`config.mk`:
```
export PLATFORM = sky130hd
export DESIGN_NAME = sop_sweeper_flat
export DESIGN_NICKNAME = d
export VERILOG_FILES = /design/src/rtl/sop_sweeper_if.sv /design/src/rtl/sop_sweeper.sv /design/src/flat_wrapper.sv
export SDC_FILE = /design/constraint.sdc
export NUM_CORES = 1
export LEC_CHECK = 0
export ABC_AREA = 1
export ABC_CLOCK_PERIOD_IN_PS = 4100
export BUFFER_PORTS_ARGS = -buffer_cell sky130_fd_sc_hd__buf_2
export CORE_MARGIN = 2
export CORE_UTILIZATION = 59
export CTS_BUF_LIST = sky130_fd_sc_hd__clkbuf_4
export CTS_CLUSTER_SIZE = 16
export DETAILED_ROUTE_END_ITERATION = 7
export GPL_ROUTABILITY_DRIVEN = 0
export HOLD_SLACK_MARGIN = 0.03
export PLACE_DENSITY = 0.86
export SLEW_MARGIN = 20
export SYNTH_ARGS = -nofsm -noshare
export SYNTH_HDL_FRONTEND = slang
export SYNTH_SLANG_ARGS = --single-unit
```
`constraint.sdc`:
```
create_clock -name clk -period 4.1 [get_ports clk]
set_input_delay 0.82 -clock clk [delete_from_list [all_inputs] [get_ports clk]]
set_output_delay 0.82 -clock clk [all_outputs]
set_load 0.05 [all_outputs]
```
`src/rtl/sop_sweeper_if.sv`:
```
// sop_sweeper_if: control, evaluation and truth-table row bundle
// for the loadable sum-of-products sweeper.
interface sop_sweeper_if #(
    parameter int N = 4
);
    logic                load;
    logic [(1<<N)-1:0]   mask;
    logic                start;
    logic                hold;
    logic [N-1:0]        x_in;
    logic                eval_s;
    logic                busy;
    logic [N-1:0]        vec_out;
    logic                f_out;
    logic                vec_valid;
    logic                done;
    logic [N:0]          ones_cnt;

    modport master (
        output load,
        output mask,
        output start,
        output hold,
        output x_in,
        input  eval_s,
        input  busy,
        input  vec_out,
        input  f_out,
        input  vec_valid,
        input  done,
        input  ones_cnt
    );

    modport slave (
        input  load,
        input  mask,
        input  start,
        input  hold,
        input  x_in,
        output eval_s,
        output busy,
        output vec_out,
        output f_out,
        output vec_valid,
        output done,
        output ones_cnt
    );
endinterface

```
`src/rtl/sop_sweeper.sv`:
```
// sop_sweeper: minterm-mask SoP evaluator with a truth-table sweep.
// Define SOP_SWEEP_GRAY_EN to sweep rows in Gray-code order.
module sop_sweeper #(
    parameter int N = 4
) (
    input  logic          clk,
    input  logic          reset,
    sop_sweeper_if.slave  bus
);
    localparam int W = 1 << N;

    typedef enum logic {
        IDLE,
        SWEEP
    } state_t;

    state_t          state_q;
    state_t          state_d;
    logic [W-1:0]    mask_q;
    logic [N-1:0]    idx;
    logic [N-1:0]    seq;
    logic            row_bit;
    logic            take_start;
    logic            take_load;
    logic            emit;
    logic            last_row;

    logic            eval_s_q;
    logic            busy_q;
    logic [N-1:0]    vec_out_q;
    logic            f_out_q;
    logic            vec_valid_q;
    logic            done_q;
    logic [N:0]      ones_cnt_q;

`ifdef SOP_SWEEP_GRAY_EN
    assign seq = idx ^ (idx >> 1);
`else
    assign seq = idx;
`endif

    assign row_bit = mask_q[seq];

    // Next state and per-cycle control strobes
    always_comb begin
        state_d    = state_q;
        take_start = 1'b0;
        take_load  = 1'b0;
        emit       = 1'b0;
        last_row   = 1'b0;
        unique case (state_q)
            IDLE: begin
                take_load = bus.load;
                if (bus.start) begin
                    take_start = 1'b1;
                    state_d    = SWEEP;
                end
            end
            SWEEP: begin
                if (!bus.hold) begin
                    emit = 1'b1;
                    if (idx == {N{1'b1}}) begin
                        last_row = 1'b1;
                        state_d  = IDLE;
                    end
                end
            end
            default: state_d = IDLE;
        endcase
    end

    // State register
    always_ff @(posedge clk or posedge reset) begin
        if (reset) begin
            state_q <= IDLE;
        end else begin
            state_q <= state_d;
        end
    end

    // Mask, single-evaluation path and sweep datapath
    always_ff @(posedge clk or posedge reset) begin
        if (reset) begin
            mask_q      <= '0;
            idx         <= '0;
            eval_s_q    <= 1'b0;
            busy_q      <= 1'b0;
            vec_out_q   <= '0;
            f_out_q     <= 1'b0;
            vec_valid_q <= 1'b0;
            done_q      <= 1'b0;
            ones_cnt_q  <= '0;
        end else begin
            if (take_load) begin
                mask_q <= bus.mask;
            end
            eval_s_q    <= mask_q[bus.x_in];
            vec_valid_q <= emit;
            done_q      <= last_row;
            busy_q      <= (state_d == SWEEP);
            if (take_start) begin
                idx        <= '0;
                ones_cnt_q <= '0;
            end
            if (emit) begin
                vec_out_q  <= seq;
                f_out_q    <= row_bit;
                ones_cnt_q <= ones_cnt_q + {{N{1'b0}}, row_bit};
                idx        <= idx + {{(N-1){1'b0}}, 1'b1};
            end
        end
    end

    assign bus.eval_s    = eval_s_q;
    assign bus.busy      = busy_q;
    assign bus.vec_out   = vec_out_q;
    assign bus.f_out     = f_out_q;
    assign bus.vec_valid = vec_valid_q;
    assign bus.done      = done_q;
    assign bus.ones_cnt  = ones_cnt_q;
endmodule

```
`src/flat_wrapper.sv`:
```
// flat-port wrapper written by rule: the top's interface ports become plain ports
module sop_sweeper_flat 
#(
    parameter int N = 4
)
  (clk, reset, bus_load, bus_mask, bus_start, bus_hold, bus_x_in, bus_eval_s, bus_busy, bus_vec_out, bus_f_out, bus_vec_valid, bus_done, bus_ones_cnt);
  sop_sweeper_if #(.N(N)) bus_i ();
  input  logic clk;
  input  logic reset;
  input wire logic [$bits(bus_i.load)-1:0] bus_load;
  input wire logic [$bits(bus_i.mask)-1:0] bus_mask;
  input wire logic [$bits(bus_i.start)-1:0] bus_start;
  input wire logic [$bits(bus_i.hold)-1:0] bus_hold;
  input wire logic [$bits(bus_i.x_in)-1:0] bus_x_in;
  output wire logic [$bits(bus_i.eval_s)-1:0] bus_eval_s;
  output wire logic [$bits(bus_i.busy)-1:0] bus_busy;
  output wire logic [$bits(bus_i.vec_out)-1:0] bus_vec_out;
  output wire logic [$bits(bus_i.f_out)-1:0] bus_f_out;
  output wire logic [$bits(bus_i.vec_valid)-1:0] bus_vec_valid;
  output wire logic [$bits(bus_i.done)-1:0] bus_done;
  output wire logic [$bits(bus_i.ones_cnt)-1:0] bus_ones_cnt;
  assign bus_i.load = bus_load;
  assign bus_i.mask = bus_mask;
  assign bus_i.start = bus_start;
  assign bus_i.hold = bus_hold;
  assign bus_i.x_in = bus_x_in;
  assign bus_eval_s = bus_i.eval_s;
  assign bus_busy = bus_i.busy;
  assign bus_vec_out = bus_i.vec_out;
  assign bus_f_out = bus_i.f_out;
  assign bus_vec_valid = bus_i.vec_valid;
  assign bus_done = bus_i.done;
  assign bus_ones_cnt = bus_i.ones_cnt;
  sop_sweeper #(.N(N)) u_core (.clk(clk), .reset(reset), .bus(bus_i));
endmodule
```
==> summary.txt, run 1 <==
I/O pins: 39
WL per Instance: 11.70 um
Mean post-synth cell area: 8.234 sq um
Htree depth: 2
Share of layout cells above drive strength 1: 23.87%
Largest net degree at the start of global routing: 35
Worst VDD drop: 0.0006254 V
Post-Syn Instances: 205
Worst clock skew: 13.05 ps
Dominant cell type by area after synthesis: dfrtp_1
Fillers: 234
Detailed placement HPWL: 2307 um
CP required: 4370 ps
Crit end category: register
Diode count: 0
Core ar.: 2734 sq um
Via count: 1443
Top-area cell type share of the netlist area: 50.41%
DRC: 0
Final period util: 52.32%
WL final: 3206 um
Critical Path AT: 2410 ps
Mapped Nets: 233
Rows: 19
Worst-Skew Late Latency: 340 ps
PwrDens: 716.6 nW/um^2
First-pass GRT wire length: 5533 um
Synthesized area: 1688 sq um
Slew margin rel.: 41.38%
Yosys cell types: 25
Final nets: 270
Status: finished clean
CP Class: reg2reg
Die area: 3305 sq um
Unrepaired setup endpoints after global routing: no
Max Cap Viol: 0
Fin crit period: 2145 ps
Grt ovf: 0
Root Driver: clkbuf_4
Synth Flop Type: dfrtp_1
Initial Util: 61.74%
Vias in the first global route: 1293
Register Area: 850.8 sq um
Sequential share of the synthesized area: 50.41%
Worst hold path type: reg2reg
CTS Buffer Depth: 2
Yosys warning count: 0
Startpoint Class: register
Vias per cell: 5.266
Buffers on Ports: 38
Antenna Nets Post-Route: 0
Chip width: 57.49 um
Hold Fails Final Rpt: 0
Post-synth EDFFs: 0
Number of cells upsized or downsized after cts: 0
Initial antenna violation count: 0
Final setup vio count: 0
Chip height: 57.49 um
Worst-margin pin slew: 877.1 ps
Max FO, Critical Path: 13
Iteration-0 DRC Markers: 33
Setup total negative slack: 0 ps
Fraction of registers with async set/reset: 100.0%
Pleak: 1.016 nW
Hold_ws: 484.1 ps
Area Growth Syn to Fin: 13.71%
CTS Buf Count: 5
Slew Viols, Final: 0
Top cells by area, synth: dfrtp_1 (50%), nand2_1 (9.1%), a21oi_1 (7.4%), nand3_1 (6.5%), nor2_1 (5.3%)
TritonCTS clock tree: built
GRT Total Usage: 21.72%
Footprint of the multi-input gates: 683.2 sq um
Post-CTS setup buffers: 0
Clock sinks: 34
Reg clk slew, reported paths: 100 ps
Synth Register Bits: 34
Max frequency: 0.4662 GHz
Finished Core Util: 70.21%
Pre-antenna DRT Iters: 4
Hold buffers post-CTS: 0
==> cell type report <==
class / instances / area share, %
Sequential cell: 34 / 44.33
Timing Repair Buffer: 39 / 10.30
Clock inverter: 2 / 0.4563
Inverter: 24 / 4.954
Multi-Input combinational cell: 138 / 35.59
Tap cell: 31 / 2.021
Clock buffer: 6 / 2.347
==> critical path, stage by stage, from the launching register on <==
cell,delay [ps]
dfrtp_1,600
inv_2,150
nand2_1,80
nand3_1,70
nand3_1,90
nand3_1,70
nand2_1,110
ha_1,190
ha_1,170
nand2_1,50
inv_1,110
nand2_1,80
nor2_2,130
a21oi_1,60
a21oi_1,120
==> kinds of logic (layout without fill, tap and decap cells) <==
group,Yosys count,in the layout,synth area share (%)
buffers and inverters,33,71,9.117
adders and majority gates,3,3,2.224
AOI/OAI and AO/OA,39,39,13.34
DFF,34,34,50.41
muxes,1,1,0.6671
and+or+nand+nor,95,95,24.24
==> cell usage in the layout, fill, tap and decap left out <==
master	instances
o21ai_1	2
nor2_2	4
nand3_2	1
a21oi_1	25
nand3b_1	1
mux2_2	1
buf_4	1
clkbuf_4	6
dfrtp_1	34
nor2_1	24
o21ai_0	5
buf_2	38
nand3_1	22
o22ai_1	1
ha_1	3
o31ai_4	1
o211ai_1	4
inv_2	3
o21bai_1	1
nand2_2	1
inv_1	20
clkinv_1	1
inv_6	1
or2_1	1
nand2_1	41
clkinv_2	1
==> Yosys cell counts, types with 2 or more instances <==
cell      instances
a21oi_1          25
buf_2             5
buf_6             2
dfrtp_1          34
ha_1              3
inv_1            20
inv_2             3
nand2_1          41
nand3_1          22
nor2_1           24
nor2_2            4
o211ai_1          4
o21ai_0           5
o21ai_1           2
==> routing by layer <==
| layer | track usage, % | up-vias | part of all wire, % |
|---|---|---|---|
| li1 | - | 739 | - |
| met1 | 28.85 | 663 | 47 |
| met2 | 33.77 | 37 | 46 |
| met3 | 7.256 | 4 | 5.8 |
| met4 | 6.977 | 0 | 1.2 |
| met5 | 0 | - | 0 |
==> stage by stage <==
| stage | power (mW) | area, sq um | setup slack [ps] | std cells |
|---|---|---|---|---|
| after global routing | 1.479 | 1919 | 1710 | 274 |
| after detailed placement | 1.202 | 1866 | 1992 | 266 |
| after CTS | 1.379 | 1919 | 1950 | 274 |
| final | 1.375 | 1919 | 1955 | 274 |
| after global placement | 1.180 | 1866 | 2029 | 266 |
| after floorplan | 1.059 | 1688 | 2296 | 205 |
==> sequential cells by signal (all words and copies together) (netlist names) <==
name                  flops
u_core.bus.eval_s         1
u_core.bus.vec_out        4
u_core.bus.ones_cnt       5
u_core.idx                4
u_core.state_q            1
u_core.bus.done           1
u_core.bus.f_out          1
u_core.bus.vec_valid      1
u_core.mask_q            16
==> worst paths after layout <==
check | slack, ps | end | from | cells after the start
setup / recovery | 1960 | u_core.bus.ones_cnt[4] | u_core.idx[0] | 14
hold / removal | 480 | u_core.bus.ones_cnt[4] | u_core.bus.ones_cnt[4] | 1
setup reg to reg | 1960 | u_core.bus.ones_cnt[4] | u_core.idx[0] | 14
hold reg to reg | 480 | u_core.bus.ones_cnt[4] | u_core.bus.ones_cnt[4] | 1
max in group asynchronous | 3250 | u_core.mask_q[15] | reset | 3
min in group asynchronous | 540 | u_core.bus.ones_cnt[2] | reset | 3
==> power breakdown <==
part / switching, mW / internal, mW / total, mW
Combinational: 0.426 / 0.196 / 0.622
Clock: 0.110 / 0.0710 / 0.181
Sequential: 0.103 / 0.470 / 0.573
Total: 0.638 / 0.737 / 1.38
No activity file was read; power rests on OpenSTA's default activity.
==> run 2, diff against run 1 <==
Settings changed: ABC_CLOCK_PERIOD_IN_PS 4100 to 1900, CORE_UTILIZATION 59 to 50, PLACE_DENSITY 0.86 to 0.78.
Clock period 4.1 ns to 1.9 ns, I/O delays scaled along.
==> run 2 against run 1 <==
Cell count grew 6.6%. Critical path depth did not move. Wire length increased by 10%.
==> summary.txt, run 2 (synthesized netlist as in run 1, its figures left out) <==
Worst VDD drop: 0.0006175 V (was 0.0006254 V)
Via count: 1457 (was 1443)
Status: finished clean (unchanged)
TritonCTS clock tree: built (unchanged)
Top delay family on crit path: simple AND/OR/NAND/NOR gates (unchanged)
Clock sinks: 34 (unchanged)
Final setup vio count: 0 (unchanged)
Largest net degree at the start of global routing: 35 (unchanged)
CP max stage cell: dfrtp_2 (was dfrtp_1)
Critical Path, Cell by Cell: buf_6 > nand2_1 > nand3_1 > nand3_1 > nand3_2 > nand2_2 > ha_4 > ha_4 > nand2_1 > inv_2 > nand2_2 > nor2_4 > a21oi_2 > a21oi_2 (was inv_2 > nand2_1 > nand3_1 > nand3_1 > nand3_1 > nand2_1 > ha_1 > ha_1 > nand2_1 > inv_1 > nand2_1 > nor2_2 > a21oi_1 > a21oi_1)
Rows: 21 (was 19)
Worst-Skew Late Latency: 340 ps (about the same)
Max FO, Critical Path: 8 (was 13)
Hold Fails Final Rpt: 0 (unchanged)
Max frequency: 0.5311 GHz (was 0.4662 GHz)
Buf/Inv on CP: 2 (unchanged)
Max reg flops: 16 (unchanged)
Final nets: 274 (was 270)
Fin crit period: 1883 ps (was 2145 ps)
Pleak: 1.054 nW (was 1.016 nW)
Comb power frac: 49.2% (was 45.2%)
Chip height: 62.10 um (was 57.49 um)
Pre-antenna DRT Iters: 4 (unchanged)
Hold buffers post-CTS: 0 (unchanged)
Reg clk slew, reported paths: 100 ps (about the same)
Worst-margin pin slew: 794.9 ps (was 877.1 ps)
Root Driver: clkbuf_4 (unchanged)
Clock power frac: 12.2% (was 13.2%)
Vias in the first global route: 1349 (was 1293)
Worst hold path type: in2async (was reg2reg)
Most frequent cells in the layout: buf_2 (38), nand2_1 (35), dfrtp_1 (33), nor2_1 (24), a21oi_1 (23) (was nand2_1 (41), buf_2 (38), dfrtp_1 (34), a21oi_1 (25), nor2_1 (24))
DRC: 0 (unchanged)
Net Sw Frac: 46.70% (was 46.42%)
Max Cap Viol: 0 (unchanged)
CTS Buffer Depth: 2 (unchanged)
Diode count: 0 (unchanged)
WL final: 3540 um (was 3206 um)
Buffers on Ports: 38 (unchanged)
Initial Util: 51.39% (was 61.74%)
Vias per cell: 4.990 (was 5.266)
Antenna Nets Post-Route: 0 (unchanged)
First-pass GRT wire length: 5685 um (was 5533 um)
Area Growth Syn to Fin: 22.91% (was 13.71%)
CP Class: reg2reg (unchanged)
Setup ws final: 17.05 ps (was 1955 ps)
I/O pins: 39 (unchanged)
PwrDens: 1550 nW/um^2 (was 716.6 nW/um^2)
Detailed placement HPWL: 2386 um (was 2307 um)
Slew margin rel.: 47.01% (was 41.38%)
CTS Buf Count: 5 (unchanged)
Int Power: 1.714 mW (was 0.7369 mW)
Slew Viols, Final: 0 (unchanged)
WL per Instance: 12.12 um (was 11.70 um)
CP peak stage delay: 460 ps (was 600 ps)
Share of layout cells above drive strength 1: 32.93% (was 23.87%)
Worst clock skew: 10.81 ps (was 13.05 ps)
CP required: 2170 ps (was 4370 ps)
Pre-CTS WS: -17.92 ps (was 1992 ps)
GRT Total Usage: 18.39% (was 21.72%)
Grt ovf: 0 (unchanged)
Footprint of the multi-input gates: 770.7 sq um (was 683.2 sq um)
Chip width: 62.10 um (was 57.49 um)
Startpoint Class: register (unchanged)
Register Area: 852.1 sq um (was 850.8 sq um)
Die area: 3856 sq um (was 3305 sq um)
Final period util: 99.10% (was 52.32%)
Critical Path AT: 2150 ps (was 2410 ps)
Setup total negative slack: 0 ps (unchanged)
Iteration-0 DRC Markers: 75 (was 33)
Commonest non-fill, non-tap cell in the layout: buf_2 (was nand2_1)
Fillers: 308 (was 234)
Most flops, register: u_core.mask_q (unchanged)
Core ar.: 3284 sq um (was 2734 sq um)
Crit end category: register (unchanged)
Initial antenna violation count: 0 (unchanged)
Htree depth: 2 (unchanged)
Switching power: 1.502 mW (was 0.6384 mW)
Seq pwr share: 38.7% (was 41.7%)
-- run 2: changes by cell type in the layout (fill, tap and decap cells not counted), sizes merged --
cell / change
buf: +4
clkbuf: +1
clkinv: -2
-- run 2: final cells by class --
cell class | count | share of cell area (%)
Timing Repair Buffer | 43 | 11.76
Multi-Input combinational cell | 138 | 37.15
Sequential cell | 34 | 41.07
Clock buffer | 7 | 2.533
Inverter | 24 | 4.704
Tap cell | 46 | 2.774
-- run 2: worst paths after layout --
kind / from / to / slack [ps] / cells past startpoint
worst max register to register: u_core.idx[0] / u_core.bus.ones_cnt[4] / 20 / 14
max in group asynchronous: reset / u_core.idx[0] / 1470 / 3
worst min-delay path: reset / u_core.bus.ones_cnt[1] / 110 / 3
worst max-delay path: u_core.idx[0] / u_core.bus.ones_cnt[4] / 20 / 14
min in group clk: bus_mask[2] / u_core.mask_q[2] / 270 / 2
worst min register to register: u_core.bus.f_out / u_core.bus.f_out / 490 / 2
-- run 2: stage by stage --
| stage | area, sq um | util (%) | hold slack, ps | std cells | power [mW] |
|---|---|---|---|---|---|
| 3_5_place_dp | 1907 | 58.06 | 469.6 | 284 | 2.616 |
| 4_1_cts | 1959 | 59.66 | 112.2 | 291 | 3.010 |
| 6_report | 2074 | 63.16 | 107.9 | 292 | 3.216 |
| 3_3_place_gp | 1907 | 58.06 | 461.1 | 284 | 2.579 |
| 5_1_grt | 2074 | 63.16 | 161.1 | 292 | 3.455 |
| 2_1_floorplan | 1688 | - | 492.4 | 205 | 2.285 |
-- run 2: layer usage --
| metal | global-route usage, % | wire, um | vias up |
|---|---|---|---|
| li1 | - | - | 742 |
| met1 | 24.73 | 1665 | 673 |
| met2 | 28.67 | 1655 | 35 |
| met3 | 4.710 | 149 | 7 |
| met4 | 7.500 | 69 | 0 |
| met5 | 0 | 0 | - |
-- run 2: power by group through the flow --
stage / clock, mW / sequential, mW / combinational, mW
after floorplan: 0 / 1.56 / 0.726
after global placement: 0 / 1.22 / 1.36
after detailed placement: 0 / 1.23 / 1.39
after CTS: 0.403 / 1.21 / 1.39
after global routing: 0.422 / 1.28 / 1.75
final: 0.391 / 1.24 / 1.58
-- run 2: tightest hold or removal path: cells and delay by family --
family | cells | cell delay, ps
buf+inv | 3 | 510
-- run 2: repair_timing --
item                       in CTS  in global routing
resized for setup               1                 23
setup endpoints to repair       1                  2
pin swaps                       0                  8
buffers inserted                0                  1
==> run 3, diff against run 2 <==
Settings changed: SETUP_SLACK_MARGIN set to 0.02.
==> run 3 against run 2 <==
Cell count unchanged. Power down 0.24%. Setup slack worse by 3.2 ps. Fmax down 0.17%. Register-to-register slack about the same. Non-clock buffer count unchanged. Die area unchanged. Wire length up 0.20%. Clock skew down 1.1 ps. Sequential power about the same. Worst hold slack worse by 3.5 ps. Largest cell class unchanged.
==> summary.txt, run 3 (synthesized netlist as in run 1, its figures left out) <==
Setup ws final: 13.83 ps (was 17.05 ps)
Largest net degree at the start of global routing: 35 (unchanged)
CTS Buffer Depth: 2 (unchanged)
Critical Path AT: 2160 ps (was 2150 ps)
CP Class: reg2reg (unchanged)
Reg-to-Reg End: u_core.bus.ones_cnt[4] (unchanged)
Chip height: 62.10 um (unchanged)
Pleak: 1.048 nW (was 1.054 nW)
Worst VDD drop: 0.0006366 V (was 0.0006175 V)
R2r setup slk: 10 ps (was 20 ps)
Htree depth: 2 (unchanged)
Worst hold path type: in2async (unchanged)
Worst r2r src: u_core.idx[0] (unchanged)
Worst clock skew: 9.693 ps (was 10.81 ps)
Max Cap Viol: 0 (unchanged)
Buffers on Ports: 38 (unchanged)
Diode count: 0 (unchanged)
Initial Util: 51.39% (unchanged)
Most flops, register: u_core.mask_q (unchanged)
Root Driver: clkbuf_4 (unchanged)
Hold Fails Final Rpt: 0 (unchanged)
Crit end category: register (unchanged)
Finished Core Util: 62.51% (was 63.16%)
Hold buffers post-CTS: 0 (unchanged)
Clock sinks: 34 (unchanged)
Core ar.: 3284 sq um (unchanged)
Worst-Skew Late Latency: 340 ps (about the same)
Critical Path, Cell by Cell: buf_6 > nand2_1 > nand3_1 > nand3_1 > nand3_2 > nand2_2 > ha_4 > ha_4 > nand2_1 > inv_2 > nand2_1 > nor2_2 > a21oi_2 > a21oi_2 (was buf_6 > nand2_1 > nand3_1 > nand3_1 > nand3_2 > nand2_2 > ha_4 > ha_4 > nand2_1 > inv_2 > nand2_2 > nor2_4 > a21oi_2 > a21oi_2)
Pre-CTS WS: -17.92 ps (unchanged)
CP required: 2170 ps (about the same)
Post-Place Cells: 284 (unchanged)
Slew Viols, Final: 0 (unchanged)
Global routing usage on met3: 4.710% (unchanged)
Critical path's most frequent cell: nand2_1
DRC: 0 (unchanged)
Finished Layout Cells: 292 (unchanged)
Max reg flops: 16 (unchanged)
Reg clk slew, reported paths: 100 ps (about the same)
Via count: 1459 (was 1457)
Chip width: 62.10 um (unchanged)
TritonCTS clock tree: built (unchanged)
Setup total negative slack: 0 ps (unchanged)
PwrDens: 1562 nW/um^2 (was 1550 nW/um^2)
Share of layout cells above drive strength 1: 32.52% (was 32.93%)
DP Area: 1907 sq um (unchanged)
CP peak stage delay: 460 ps (about the same)
R2r worst-path depth: 14 (unchanged)
Met2 GRT Util: 29.89% (was 28.67%)
Final instance area: 2053 sq um (was 2074 sq um)
Worst-margin pin slew: 755.5 ps (was 794.9 ps)
Max frequency: 0.5302 GHz (was 0.5311 GHz)
I/O pins: 39 (unchanged)
Vias in the first global route: 1381 (was 1349)
Area Growth Syn to Fin: 21.65% (was 22.91%)
Commonest non-fill, non-tap cell in the layout: buf_2 (unchanged)
Grt ovf: 0 (unchanged)
Detailed placement HPWL: 2386 um (unchanged)
Status: finished clean (unchanged)
Final setup vio count: 0 (unchanged)
WL per Instance: 12.15 um (was 12.12 um)
Fin crit period: 1886 ps (was 1883 ps)
First-pass GRT wire length: 5823 um (was 5685 um)
Final period util: 99.27% (was 99.10%)
GR met1 Demand/Resource: 24.97% (was 24.73%)
Grt peak-use layer: met2 (unchanged)
Rows: 21 (unchanged)
CTS Buf Count: 5 (unchanged)
WL final: 3547 um (was 3540 um)
GRT Total Usage: 18.82% (was 18.39%)
Die area: 3856 sq um (unchanged)
Antenna Nets Post-Route: 0 (unchanged)
Slew margin rel.: 49.63% (was 47.01%)
CP max stage cell: dfrtp_2 (unchanged)
Final nets: 274 (unchanged)
Pre-antenna DRT Iters: 4 (unchanged)
Tot Pwr: 3.208 mW (was 3.216 mW)
Most frequent cells in the layout: buf_2 (38), nand2_1 (36), dfrtp_1 (32), nor2_1 (24), a21oi_1 (23) (was buf_2 (38), nand2_1 (35), dfrtp_1 (33), nor2_1 (24), a21oi_1 (23))
Iteration-0 DRC Markers: 68 (was 75)
Critical Path Start: u_core.idx[0] (unchanged)
Startpoint Class: register (unchanged)
Initial antenna violation count: 0 (unchanged)
Vias per cell: 4.997 (was 4.990)
Max FO, Critical Path: 8 (unchanged)
Hold_ws: 104.5 ps (was 107.9 ps)
run 3: how the worst max path moves through the flow:
| stage | cells after the start | endpoint | slack [ps] |
|---|---|---|---|
| after floorplan | 14 | u_core.bus.ones_cnt[4] | 100 |
| after global placement | 14 | u_core.bus.ones_cnt[4] | 80 |
| after detailed placement | 14 | u_core.bus.ones_cnt[4] | -20 |
| after CTS | 14 | u_core.bus.ones_cnt[4] | 20 |
| after global routing | 14 | u_core.bus.ones_cnt[4] | -90 |
| final | 14 | u_core.bus.ones_cnt[4] | 10 |
run 3: cell type report:
class | count | area [sq um]
tap | 46 | 57.56
sequential | 34 | 853.3
multi-input combinational | 138 | 758.2
timing repair buffer | 43 | 231.5
clock buffer | 7 | 52.55
fill | 307 | 1231
inverter | 24 | 100.1
run 3: timing repair:
action,4_1_cts,5_1_grt
gates resized for setup,3,20
endpoints found under the setup margin,1,2
buffers inserted,0,1
pin swaps,0,8
gates cloned,0,0
run 3: critical path: cells and delay by family (launching register included):
family	cells	cell delay, ps
compound gates	2	180
flops	1	460
buf+inv	2	210
fa+ha+maj	2	280
simple gates	8	690
run 3: metal layers:
metal	share of wire [%]	vias to the layer above
li1	-	745
met3	5.1	5
met5	0	-
met4	1.6	0
met2	47	41
met1	46	668
run 3: where the power goes:
part | internal [mW] | switching [mW]
logic | 0.525 | 1.04
registers | 1.02 | 0.230
clock network | 0.168 | 0.224
